==> src/rtl/star_pkg.sv <==
// Shared types and defaults for the star-finding scan scheduler.
package star_pkg;

    localparam int unsigned X_RES_DEF     = 60;
    localparam int unsigned Y_RES_DEF     = 60;
    localparam int unsigned THRESHOLD_DEF = 0;
    localparam int unsigned XSZ_DEF       = 6;
    localparam int unsigned YSZ_DEF       = 6;

    typedef enum logic [2:0] {
        StIdle,
        StFetch,
        StCheck,
        StLaunch,
        StWaitDone,
        StRecord,
        StDone
    } state_t;

    // One measured star: launch column, vertical extent and rightmost column.
    typedef struct packed {
        logic [XSZ_DEF-1:0] x;
        logic [YSZ_DEF-1:0] top;
        logic [YSZ_DEF-1:0] bottom;
        logic [XSZ_DEF-1:0] right;
    } star_rec_t;

endpackage

==> src/rtl/star_table.sv <==
// Star table: MAX_STARS registered entries with valid bits, one write port,
// one combinational read port and parallel box-exclusion comparators.
module star_table
    import star_pkg::*;
#(
    parameter int unsigned MAX_STARS = 8
) (
    input  logic                         clk,
    input  logic                         resetn,
    input  logic                         clear,
    input  logic                         we,
    input  logic [$clog2(MAX_STARS)-1:0] wr_idx,
    input  star_rec_t                    wr_data,
    input  logic [XSZ_DEF-1:0]           q_x,
    input  logic [YSZ_DEF-1:0]           q_y,
    output logic                         hit,
    input  logic [$clog2(MAX_STARS)-1:0] rd_idx,
    output star_rec_t                    rd_data
);

    star_rec_t              entries_q [MAX_STARS];
    logic [MAX_STARS-1:0]   valid_q;

    // Entry storage; clear invalidates every entry at the start of a scan.
    always_ff @(posedge clk or negedge resetn) begin
        if (!resetn) begin
            valid_q <= '0;
            for (int i = 0; i < MAX_STARS; i++) begin
                entries_q[i] <= '0;
            end
        end else if (clear) begin
            valid_q <= '0;
        end else if (we) begin
            entries_q[wr_idx] <= wr_data;
            valid_q[wr_idx]   <= 1'b1;
        end
    end

    // Query pixel is covered when it falls inside any valid entry's box.
    always_comb begin
        hit = 1'b0;
        for (int i = 0; i < MAX_STARS; i++) begin
            if (valid_q[i] &&
                (q_x >= entries_q[i].x)   && (q_x <= entries_q[i].right) &&
                (q_y >= entries_q[i].top) && (q_y <= entries_q[i].bottom)) begin
                hit = 1'b1;
            end
        end
    end

    assign rd_data = entries_q[rd_idx];

endmodule

==> src/rtl/star_scan_scheduler.sv <==
// Raster-scan sequencer: walks the image ROM, launches the measurement engine
// on uncovered bright pixels and records each star's box in star_table.
// Optional feature: define STAR_SCAN_TIMEOUT_EN to add a WAIT_DONE watchdog
// with a sticky meas_timeout output.
module star_scan_scheduler
    import star_pkg::*;
#(
    parameter int unsigned X_RES     = X_RES_DEF,
    parameter int unsigned Y_RES     = Y_RES_DEF,
    // XSZ/YSZ must match the star_rec_t field widths in star_pkg.
    parameter int unsigned XSZ       = XSZ_DEF,
    parameter int unsigned YSZ       = YSZ_DEF,
    parameter int unsigned ADDR_SZ   = 12,
    parameter int unsigned COL_SZ    = 3,
    parameter int unsigned THRESHOLD = THRESHOLD_DEF,
    parameter int unsigned MAX_STARS = 8
`ifdef STAR_SCAN_TIMEOUT_EN
    ,
    parameter int unsigned TIMEOUT_CYC = 4095
`endif
) (
    input  logic                           clk,
    input  logic                           resetn,
    input  logic                           start,
    output logic [ADDR_SZ-1:0]             pix_addr,
    input  logic [COL_SZ-1:0]              pix_val,
    output logic                           star_found,
    output logic [XSZ-1:0]                 star_x,
    output logic [YSZ-1:0]                 star_y,
    input  logic                           meas_done,
    input  logic [YSZ-1:0]                 meas_top,
    input  logic [YSZ-1:0]                 meas_bottom,
    input  logic [XSZ-1:0]                 meas_right,
    output logic                           busy,
    output logic                           scan_done,
    output logic [$clog2(MAX_STARS+1)-1:0] star_count,
    output logic                           overflow,
    input  logic [$clog2(MAX_STARS)-1:0]   rd_idx,
    output logic [XSZ-1:0]                 rd_x,
    output logic [YSZ-1:0]                 rd_top,
    output logic [YSZ-1:0]                 rd_bottom,
`ifdef STAR_SCAN_TIMEOUT_EN
    output logic                           meas_timeout,
`endif
    output logic [XSZ-1:0]                 rd_right
);

    localparam int unsigned CNT_W = $clog2(MAX_STARS + 1);
    localparam int unsigned IDX_W = $clog2(MAX_STARS);

    state_t             state_q, state_d;
    logic [XSZ-1:0]     x_q, star_x_q, right_q;
    logic [YSZ-1:0]     y_q, star_y_q, top_q, bottom_q;
    logic [ADDR_SZ-1:0] addr_q;
    logic [CNT_W-1:0]   count_q;
    logic               overflow_q;

    logic               do_clear, do_advance, do_launch, do_latch, do_record, do_ovf;
    logic               do_tmo;
    logic               tbl_hit, last_px, candidate;
    star_rec_t          wr_rec, rd_rec;

`ifdef STAR_SCAN_TIMEOUT_EN
    localparam int unsigned TMO_W = $clog2(TIMEOUT_CYC);
    logic [TMO_W-1:0]   tmo_cnt_q;
    logic               tmo_q;
    logic               tmo_hit;

    assign tmo_hit = (state_q == StWaitDone) && (tmo_cnt_q == TMO_W'(TIMEOUT_CYC - 1));
`endif

    assign last_px   = (x_q == XSZ'(X_RES - 1)) && (y_q == YSZ'(Y_RES - 1));
    assign candidate = (pix_val != COL_SZ'(THRESHOLD)) && !tbl_hit;
    assign wr_rec    = '{x: star_x_q, top: top_q, bottom: bottom_q, right: right_q};

    star_table #(
        .MAX_STARS (MAX_STARS)
    ) u_table (
        .clk     (clk),
        .resetn  (resetn),
        .clear   (do_clear),
        .we      (do_record),
        .wr_idx  (count_q[IDX_W-1:0]),
        .wr_data (wr_rec),
        .q_x     (x_q),
        .q_y     (y_q),
        .hit     (tbl_hit),
        .rd_idx  (rd_idx),
        .rd_data (rd_rec)
    );

    // State register.
    always_ff @(posedge clk or negedge resetn) begin
        if (!resetn) begin
            state_q <= StIdle;
        end else begin
            state_q <= state_d;
        end
    end

    // Next-state logic and datapath control strobes.
    always_comb begin
        state_d    = state_q;
        do_clear   = 1'b0;
        do_advance = 1'b0;
        do_launch  = 1'b0;
        do_latch   = 1'b0;
        do_record  = 1'b0;
        do_ovf     = 1'b0;
        do_tmo     = 1'b0;
        unique case (state_q)
            StIdle: begin
                if (start) begin
                    do_clear = 1'b1;
                    state_d  = StFetch;
                end
            end
            StFetch: state_d = StCheck;
            StCheck: begin
                if (candidate) begin
                    do_launch = 1'b1;
                    state_d   = StLaunch;
                end else if (last_px) begin
                    state_d = StDone;
                end else begin
                    do_advance = 1'b1;
                    state_d    = StFetch;
                end
            end
            StLaunch: state_d = StWaitDone;
            StWaitDone: begin
                if (meas_done) begin
                    do_latch = 1'b1;
                    state_d  = StRecord;
                end
`ifdef STAR_SCAN_TIMEOUT_EN
                else if (tmo_hit) begin
                    // Give up on this star and resume at the next pixel.
                    do_tmo = 1'b1;
                    if (last_px) begin
                        state_d = StDone;
                    end else begin
                        do_advance = 1'b1;
                        state_d    = StFetch;
                    end
                end
`endif
            end
            StRecord: begin
                do_record = 1'b1;
                if ((count_q == CNT_W'(MAX_STARS - 1)) && !last_px) begin
                    do_ovf  = 1'b1;
                    state_d = StDone;
                end else if (last_px) begin
                    state_d = StDone;
                end else begin
                    do_advance = 1'b1;
                    state_d    = StFetch;
                end
            end
            StDone: state_d = StIdle;
            default: state_d = StIdle;
        endcase
    end

    // Scan position, linear ROM address, launch coordinates and results.
    always_ff @(posedge clk or negedge resetn) begin
        if (!resetn) begin
            x_q        <= '0;
            y_q        <= '0;
            addr_q     <= '0;
            star_x_q   <= '0;
            star_y_q   <= '0;
            top_q      <= '0;
            bottom_q   <= '0;
            right_q    <= '0;
            count_q    <= '0;
            overflow_q <= 1'b0;
        end else begin
            if (do_clear) begin
                x_q        <= '0;
                y_q        <= '0;
                addr_q     <= '0;
                count_q    <= '0;
                overflow_q <= 1'b0;
            end
            if (do_advance) begin
                if (x_q == XSZ'(X_RES - 1)) begin
                    x_q <= '0;
                    y_q <= y_q + YSZ'(1);
                end else begin
                    x_q <= x_q + XSZ'(1);
                end
                addr_q <= addr_q + ADDR_SZ'(1);
            end
            if (do_launch) begin
                star_x_q <= x_q;
                star_y_q <= y_q;
            end
            if (do_latch) begin
                top_q    <= meas_top;
                bottom_q <= meas_bottom;
                right_q  <= meas_right;
            end
            if (do_record) begin
                count_q <= count_q + CNT_W'(1);
            end
            if (do_ovf) begin
                overflow_q <= 1'b1;
            end
        end
    end

`ifdef STAR_SCAN_TIMEOUT_EN
    // Watchdog: counts WAIT_DONE cycles, sticky flag cleared on start.
    always_ff @(posedge clk or negedge resetn) begin
        if (!resetn) begin
            tmo_cnt_q <= '0;
            tmo_q     <= 1'b0;
        end else begin
            if (state_q == StWaitDone) begin
                tmo_cnt_q <= tmo_cnt_q + TMO_W'(1);
            end else begin
                tmo_cnt_q <= '0;
            end
            if (do_clear) begin
                tmo_q <= 1'b0;
            end else if (do_tmo) begin
                tmo_q <= 1'b1;
            end
        end
    end

    assign meas_timeout = tmo_q;
`endif

    assign pix_addr   = addr_q;
    assign star_found = (state_q == StLaunch);
    assign star_x     = star_x_q;
    assign star_y     = star_y_q;
    assign busy       = (state_q != StIdle) && (state_q != StDone);
    assign scan_done  = (state_q == StDone);
    assign star_count = count_q;
    assign overflow   = overflow_q;
    assign rd_x       = rd_rec.x;
    assign rd_top     = rd_rec.top;
    assign rd_bottom  = rd_rec.bottom;
    assign rd_right   = rd_rec.right;

endmodule

==> config.mk <==
export PLATFORM = sky130hd
export DESIGN_NAME = star_scan_scheduler
export DESIGN_NICKNAME = d
export VERILOG_FILES = /design/src/rtl/star_pkg.sv /design/src/rtl/star_table.sv /design/src/rtl/star_scan_scheduler.sv
export SDC_FILE = /design/constraint.sdc
export NUM_CORES = 1
export LEC_CHECK = 0
export BUFFER_PORTS_ARGS = -buffer_cell sky130_fd_sc_hd__buf_4
export CELL_PAD_IN_SITES_DETAIL_PLACEMENT = 0
export CELL_PAD_IN_SITES_GLOBAL_PLACEMENT = 1
export CORE_MARGIN = 5
export CORE_UTILIZATION = 25
export DETAILED_ROUTE_END_ITERATION = 12
export GPL_ROUTABILITY_DRIVEN = 0
export HOLD_SLACK_MARGIN = 0.12
export PLACE_DENSITY_LB_ADDON = 0.12
export SLEW_MARGIN = 30
export SYNTH_ARGS = -nofsm -noshare
export SYNTH_HDL_FRONTEND = slang
export SYNTH_HIERARCHICAL = 1
export SYNTH_SLANG_ARGS = --single-unit
==> constraint.sdc <==
create_clock -name clk -period 3.6 [get_ports clk]
set_input_delay 0.54 -clock clk [delete_from_list [all_inputs] [get_ports clk]]
set_output_delay 0.54 -clock clk [all_outputs]
set_load 0.05 [all_outputs]
==> out/metrics.yaml, run 1 <==
synth_common_cells: "262 x dfrtp_1, 196 x ha_1, 177 x inv_1"
avgSynthCellArea_sq_um: 11.1
hpwlAfterDp_mm: 39.0
fin_area_sq_um: 19900
critPathRequiredTime_ns: 4.03
first_pass_iters: 6
ios: 84
max_freq_mhz: 287
netlist_area_sq_um: 16300
clkPwrFrac: 0.320
p_sw_frac: 0.359
crit_path_start_kind: "flip-flop"
p_per_area_nw_per_um2: 597
tightest_slew_ns: 0.834
layout-drive-gt1-share: 0.288
root_buffer: "clkbuf_16"
routed_wl_mm: 54.7
yosysMostFrequentCell: "dfrtp_1"
ys.flop_type: "dfrtp_1"
grt_overflow: 0
post-route-period-util: 0.968
seq_area_frac_synth: 0.402
synth_seq_cells: 262
fin_skew_ns: 0.0193
clock-sinks: 262
layout.nets: 1844
timing.final.crit_period_ns: 3.48
grt_pass1_wl_mm: 82.6
irDropWorstVdd_mv: 0.366
slew_viol_final: 0
drtAntennaViolNets: 0
clk_pin_slew_ns: 0.06
viasPerCell: 4.67
pwr-share-comb: 0.324
clockBufferDepth: 3
die_y_um: 265
die-area_sq_um: 70400
synth-edff-count: 0
status: "complete, no violations"
cts_buffers: 37
synth.area.top_cells: "dfrtp_1 40%, ha_1 15%, mux2_2 11%"
pwr-share-seq: 0.356
die_w_um: 265
fin_setup_tns_ns: 0
fp-row-count: 93
cap_violations: 0
ys_types: 75
hold_violations: 0
wl_per_cell_um: 21.9
power_switching_mw: 4.27
crit_path_max_fanout: 16
worst_slack_ns: 0.116
drt-initial-drc-count: 574
hold_slack_ns: 0.223
htree_levels: 2
synth_cells: 1471
drc_errors: 0
antenna_found_initial: 1
setup_viol: 0
grt_pass1_vias: 12246
syn-num-nets: 1695
grt_max_degree: 77
synth_top_cell_by_area: "dfrtp_1"
cellLeakagePower_nw: 9.57
yosysWarnings: 6
cts_tree: "yes"
relSlewSlack: 0.444
hold_path_class: "input pin to flip-flop"
portBuffers: 83
async_reset_ff_frac: 1.00
crit_arrival_ns: 3.91
initial_core_util: 0.253
core_area_sq_um: 64600
detailroute.via_count: 11688
insertion_delay_ns: 0.55
syn2layout_area_growth_pct: 22.0
p_int_mw: 7.61
endpoint_kind: "flip-flop"
worstSetupPathType: "flip-flop to flip-flop"
power_mw: 11.9
grt_usage: 0.155
pre_cts_ws_ns: -0.235
netlist.area_leader.share: 0.402
placed_area_sq_um: 18400
==> stage by stage <==
step                instances  utilization
floorplan                1471            -
global placement         2428        0.285
detailed placement       2428        0.285
CTS                      2495        0.306
global route             2502        0.308
finish                   2504        0.308
==> registers in the layout, indices dropped and copies added, names as in the netlist <==
| name | count |
|---|---|
| u_table/entries_q | 192 |
| pix_addr | 12 |
| u_table/valid_q | 8 |
| bottom_q | 6 |
| right_q | 6 |
| star_x | 6 |
| star_y | 6 |
| top_q | 6 |
| x_q | 6 |
| y_q | 6 |
| star_count | 4 |
| state_q | 3 |
| overflow | 1 |
==> power by group through the flow <==
stage                     clock [mW]  sequential, mW  combinational [mW]
final                           3.80            4.23                3.85
after CTS                       3.96            4.25                3.89
after global routing            4.08            4.35                4.27
after detailed placement           0            4.29                3.82
after floorplan                    0            4.09                2.33
after global placement             0            4.28                3.81
==> final timing paths <==
kind,cells after the start,start,to,slack [ns]
worst max-delay path,13,y_q[4],y_q[3],0.12
worst max register to register,13,y_q[4],y_q[3],0.12
worst min register to register,1,pix_addr[11],pix_addr[11],0.49
worst min-delay path,2,meas_bottom[0],bottom_q[0],0.22
max in group asynchronous,3,resetn,top_q[2],2.24
min in group asynchronous,2,resetn,right_q[1],0.50
==> routing by layer <==
layer  track usage  wire length (um)  share of wire  vias up
met2         0.252             25600           0.47      161
met5             0                 0              0        -
met4        0.0301               848          0.015        0
met1         0.219             26400           0.48     5850
met3        0.0265              1830          0.033       47
li1              -                 -              -     5630
==> layout by cell type, fill, tap and decap left out, drive strengths merged, types with 10 or more instances in the layout <==
cell type and instances:
nand4 22, a21boi 10, nand2b 25, a21o 14
nand2 118, clkbuf 62, buf 159, o21ai 115
nor2 26, dfrtp 262, nor2b 11, and3 14
nand3 25, a21oi 45, a2111oi 13, mux4 48
o21a 16, mux2 168, ha 196, inv 181
==> layout make-up <==
class	instances	area, sq um
tap	855	1070
inverter	180	678
antenna	2	5.00
sequential	262	6560
fill	6664	44700
clock buffer	62	1220
timing repair buffer	160	1430
multi-input combinational	979	8880
clock inverter	4	48.8
==> logic make-up (layout without fill, tap and decap cells) <==
| logic type | count (synthesis) | in the layout | synth area share |
|---|---|---|---|
| DFF | 262 | 262 | 0.402 |
| other | 0 | 2 | 0 |
| and+or+nand+nor | 283 | 283 | 0.0911 |
| buffers and inverters | 230 | 406 | 0.0612 |
| adders and majority gates | 196 | 196 | 0.150 |
| AOI/OAI and AO/OA | 278 | 278 | 0.109 |
| muxes | 221 | 221 | 0.185 |
| xor gates and xnor gates | 1 | 1 | 0.000537 |
==> repair_timing <==
| item | in CTS | in global routing |
|---|---|---|
| cloned | 0 | 1 |
| hold endpoints to repair | 48 | 0 |
| pin swaps | 0 | 7 |
| endpoints found under the setup margin | 20 | 31 |
| gates resized for setup | 11 | 25 |
| hold buffers | 1 | 0 |
| setup buffers | 0 | 6 |
==> critical path, cell delays in order (launching register included) <==
cell and delay, ns:
dfrtp_1 0.41, buf_12 0.18, ha_1 0.33, a21oi_1 0.13, a21boi_0 0.15, o32a_1 0.47
a21oi_4 0.25, a32oi_1 0.10, nand4_1 0.21, buf_6 0.15, o21bai_4 0.07, a221o_1 0.41
and2_4 0.20, a211o_1 0.29
No activity file was read; power rests on OpenSTA's default activity.
==> inputs of run 2 (changes only) <==
--- a/config.mk
+++ b/config.mk
@@ -13,7 +13,7 @@
 export DETAILED_ROUTE_END_ITERATION = 12
 export GPL_ROUTABILITY_DRIVEN = 0
 export HOLD_SLACK_MARGIN = 0.12
-export PLACE_DENSITY_LB_ADDON = 0.12
+export PLACE_DENSITY = 0.47
 export SLEW_MARGIN = 30
 export SYNTH_ARGS = -nofsm -noshare
 export SYNTH_HDL_FRONTEND = slang
==> out/metrics.yaml, run 2 (synthesis results as in run 1) <==
drt-initial-drc-count: 475  # -17%
p_per_area_nw_per_um2: 587  # -1.7%
cellLeakagePower_nw: 9.46  # -1.2%
max_freq_mhz: 290  # +1.1%
wl_per_cell_um: 21.5  # -1.4%
grt_pass1_vias: 12531  # +2.3%
post-route-period-util: 0.957  # -0.0106
seqCellArea_sq_um: 6560  # about the same
fin_skew_ns: 0.0190  # -0.000352 ns
layout.nets: 1836  # -0.43%
ios: 84  # unchanged
grt_pass1_wl_mm: 82.0  # -0.76%
htree_levels: 2  # unchanged
root_buffer: "clkbuf_16"
drtAntennaViolNets: 0  # unchanged
syn2layout_area_growth_pct: 20.4
cts_tree: "yes"
routed_wl_mm: 53.7  # -1.9%
clk_pin_slew_ns: 0.06  # about the same
core_area_sq_um: 64600  # unchanged
hold_violations: 0  # unchanged
max_flop_register: "u_table/entries_q"
antenna_found_initial: 0  # -1
crit_path_start_kind: "flip-flop"
clockBufferDepth: 3  # unchanged
cp_common_cell: "buf_4"
fill_cells: 6715  # +0.77%
fin_setup_tns_ns: 0  # unchanged
rsz0062_at_grt: "no"
largest_register_ffs: 192  # unchanged
final_common_cell: "dfrtp_1"
cpPeakStageDelay_ns: 0.42  # -0.05 ns
cts_buffers: 35  # -5.4%
placed_area_sq_um: 18400  # -0.41%
setup_viol: 0  # unchanged
diodes: 0  # -2
fin_area_sq_um: 19600  # -1.3%
drc_errors: 0  # unchanged
grt_overflow: 0  # unchanged
r2r_setup_slack_ns: 0.15  # +0.04 ns
relSlewSlack: 0.358  # -0.0855
timing.final.crit_period_ns: 3.45  # -0.0383 ns
initial_core_util: 0.253  # unchanged
grt_max_degree: 99  # +29%
insertion_delay_ns: 0.55  # about the same
critPathRequiredTime_ns: 4.02  # about the same
detailroute.via_count: 11712  # +0.21%
viasPerCell: 4.70  # +0.69%
crit_chain: "buf_4 > buf_4 > ha_1 > a21oi_1 > a21boi_0 > o32a_1 > a21oi_2 > a32oi_1 > nand4_1 > buf_4 > o21bai_4 > a221o_1 > and2_4 > a211o_1"
multiInputGateArea_sq_um: 8870  # about the same
status: "complete, no violations"
endpoint_kind: "flip-flop"
die-area_sq_um: 70400  # unchanged
hpwlAfterDp_mm: 38.8  # -0.70%
crit_path_max_fanout: 6  # -10
grt_usage: 0.153  # -0.00131
cap_violations: 0  # unchanged
hold_path_class: "input pin to flip-flop"
clock-sinks: 262  # unchanged
worstSetupPathType: "flip-flop to flip-flop"
fp-row-count: 93  # unchanged
die_y_um: 265  # unchanged
layout-drive-gt1-share: 0.283  # -0.00496
crit_arrival_ns: 3.87  # -0.04 ns
portBuffers: 83  # unchanged
tightest_slew_ns: 0.963  # +0.128 ns
slowest_stage: "a221o_1"
first_pass_iters: 5  # -1
path_buf_inv: 3  # +1
path_delay_family: "compound AO/OA/AOI/OAI gates"
die_w_um: 265  # unchanged
irDropWorstVdd_mv: 0.267  # -27%
layout_common_cells: "261 x dfrtp_1, 196 x ha_1, 175 x inv_1"
slew_viol_final: 0  # unchanged
[run 2: area by class of cell]
cell class / count / area share
Inverter: 180 / 0.0344
Timing Repair Buffer: 154 / 0.0673
Tap cell: 855 / 0.0545
Sequential cell: 262 / 0.334
Multi-Input combinational cell: 979 / 0.452
Clock buffer: 50 / 0.0532
Clock inverter: 12 / 0.00497
[run 2: final timing paths]
kind	cells past startpoint	start	end
min in group asynchronous	2	resetn	right_q[3]
max in group asynchronous	4	resetn	u_table/entries_q[63]
setup / recovery	14	y_q[4]	y_q[2]
hold / removal	2	meas_right[1]	right_q[1]
hold reg to reg	1	pix_addr[11]	pix_addr[11]
setup reg to reg	14	y_q[4]	y_q[2]
[run 2: timing repair]
action                     CTS  global route
resized for setup            6            26
setup endpoints to repair   28            36
setup buffers                0             0
hold buffers                 1             0
pin swaps                    0             8
hold endpoints to repair    23             0
[run 2: where the power goes]
group / leakage, nW / internal (mW) / switching [mW] / total, mW
Sequential: 3.25 / 3.50 / 0.732 / 4.24
Combinational: 5.65 / 1.71 / 2.07 / 3.78
Clock: 0.563 / 2.09 / 1.42 / 3.51
Total: 9.46 / 7.31 / 4.22 / 11.5
[run 2: stage by stage]
step / setup slack (ns) / utilization / total power [mW] / hold slack [ns] / instances
final: 0.154 / 0.304 / 11.5 / 0.229 / 2492
after global routing: 0.00586 / 0.304 / 12.3 / 0.201 / 2492
after CTS: 0.00277 / 0.302 / 11.7 / 0.188 / 2491
after detailed placement: -0.123 / 0.284 / 8.11 / 0.466 / 2428
after global placement: -0.0492 / 0.284 / 8.06 / 0.470 / 2428
after floorplan: 0.347 / - / 6.41 / 0.244 / 1471
[run 2: layer usage]
layer | up-vias | global-route usage | routed length (um)
met3 | 64 | 0.0250 | 1710
met1 | 5861 | 0.212 | 25500
met2 | 180 | 0.253 | 25100
met4 | 0 | 0.0380 | 1350
li1 | 5607 | - | -
met5 | - | 0 | 0
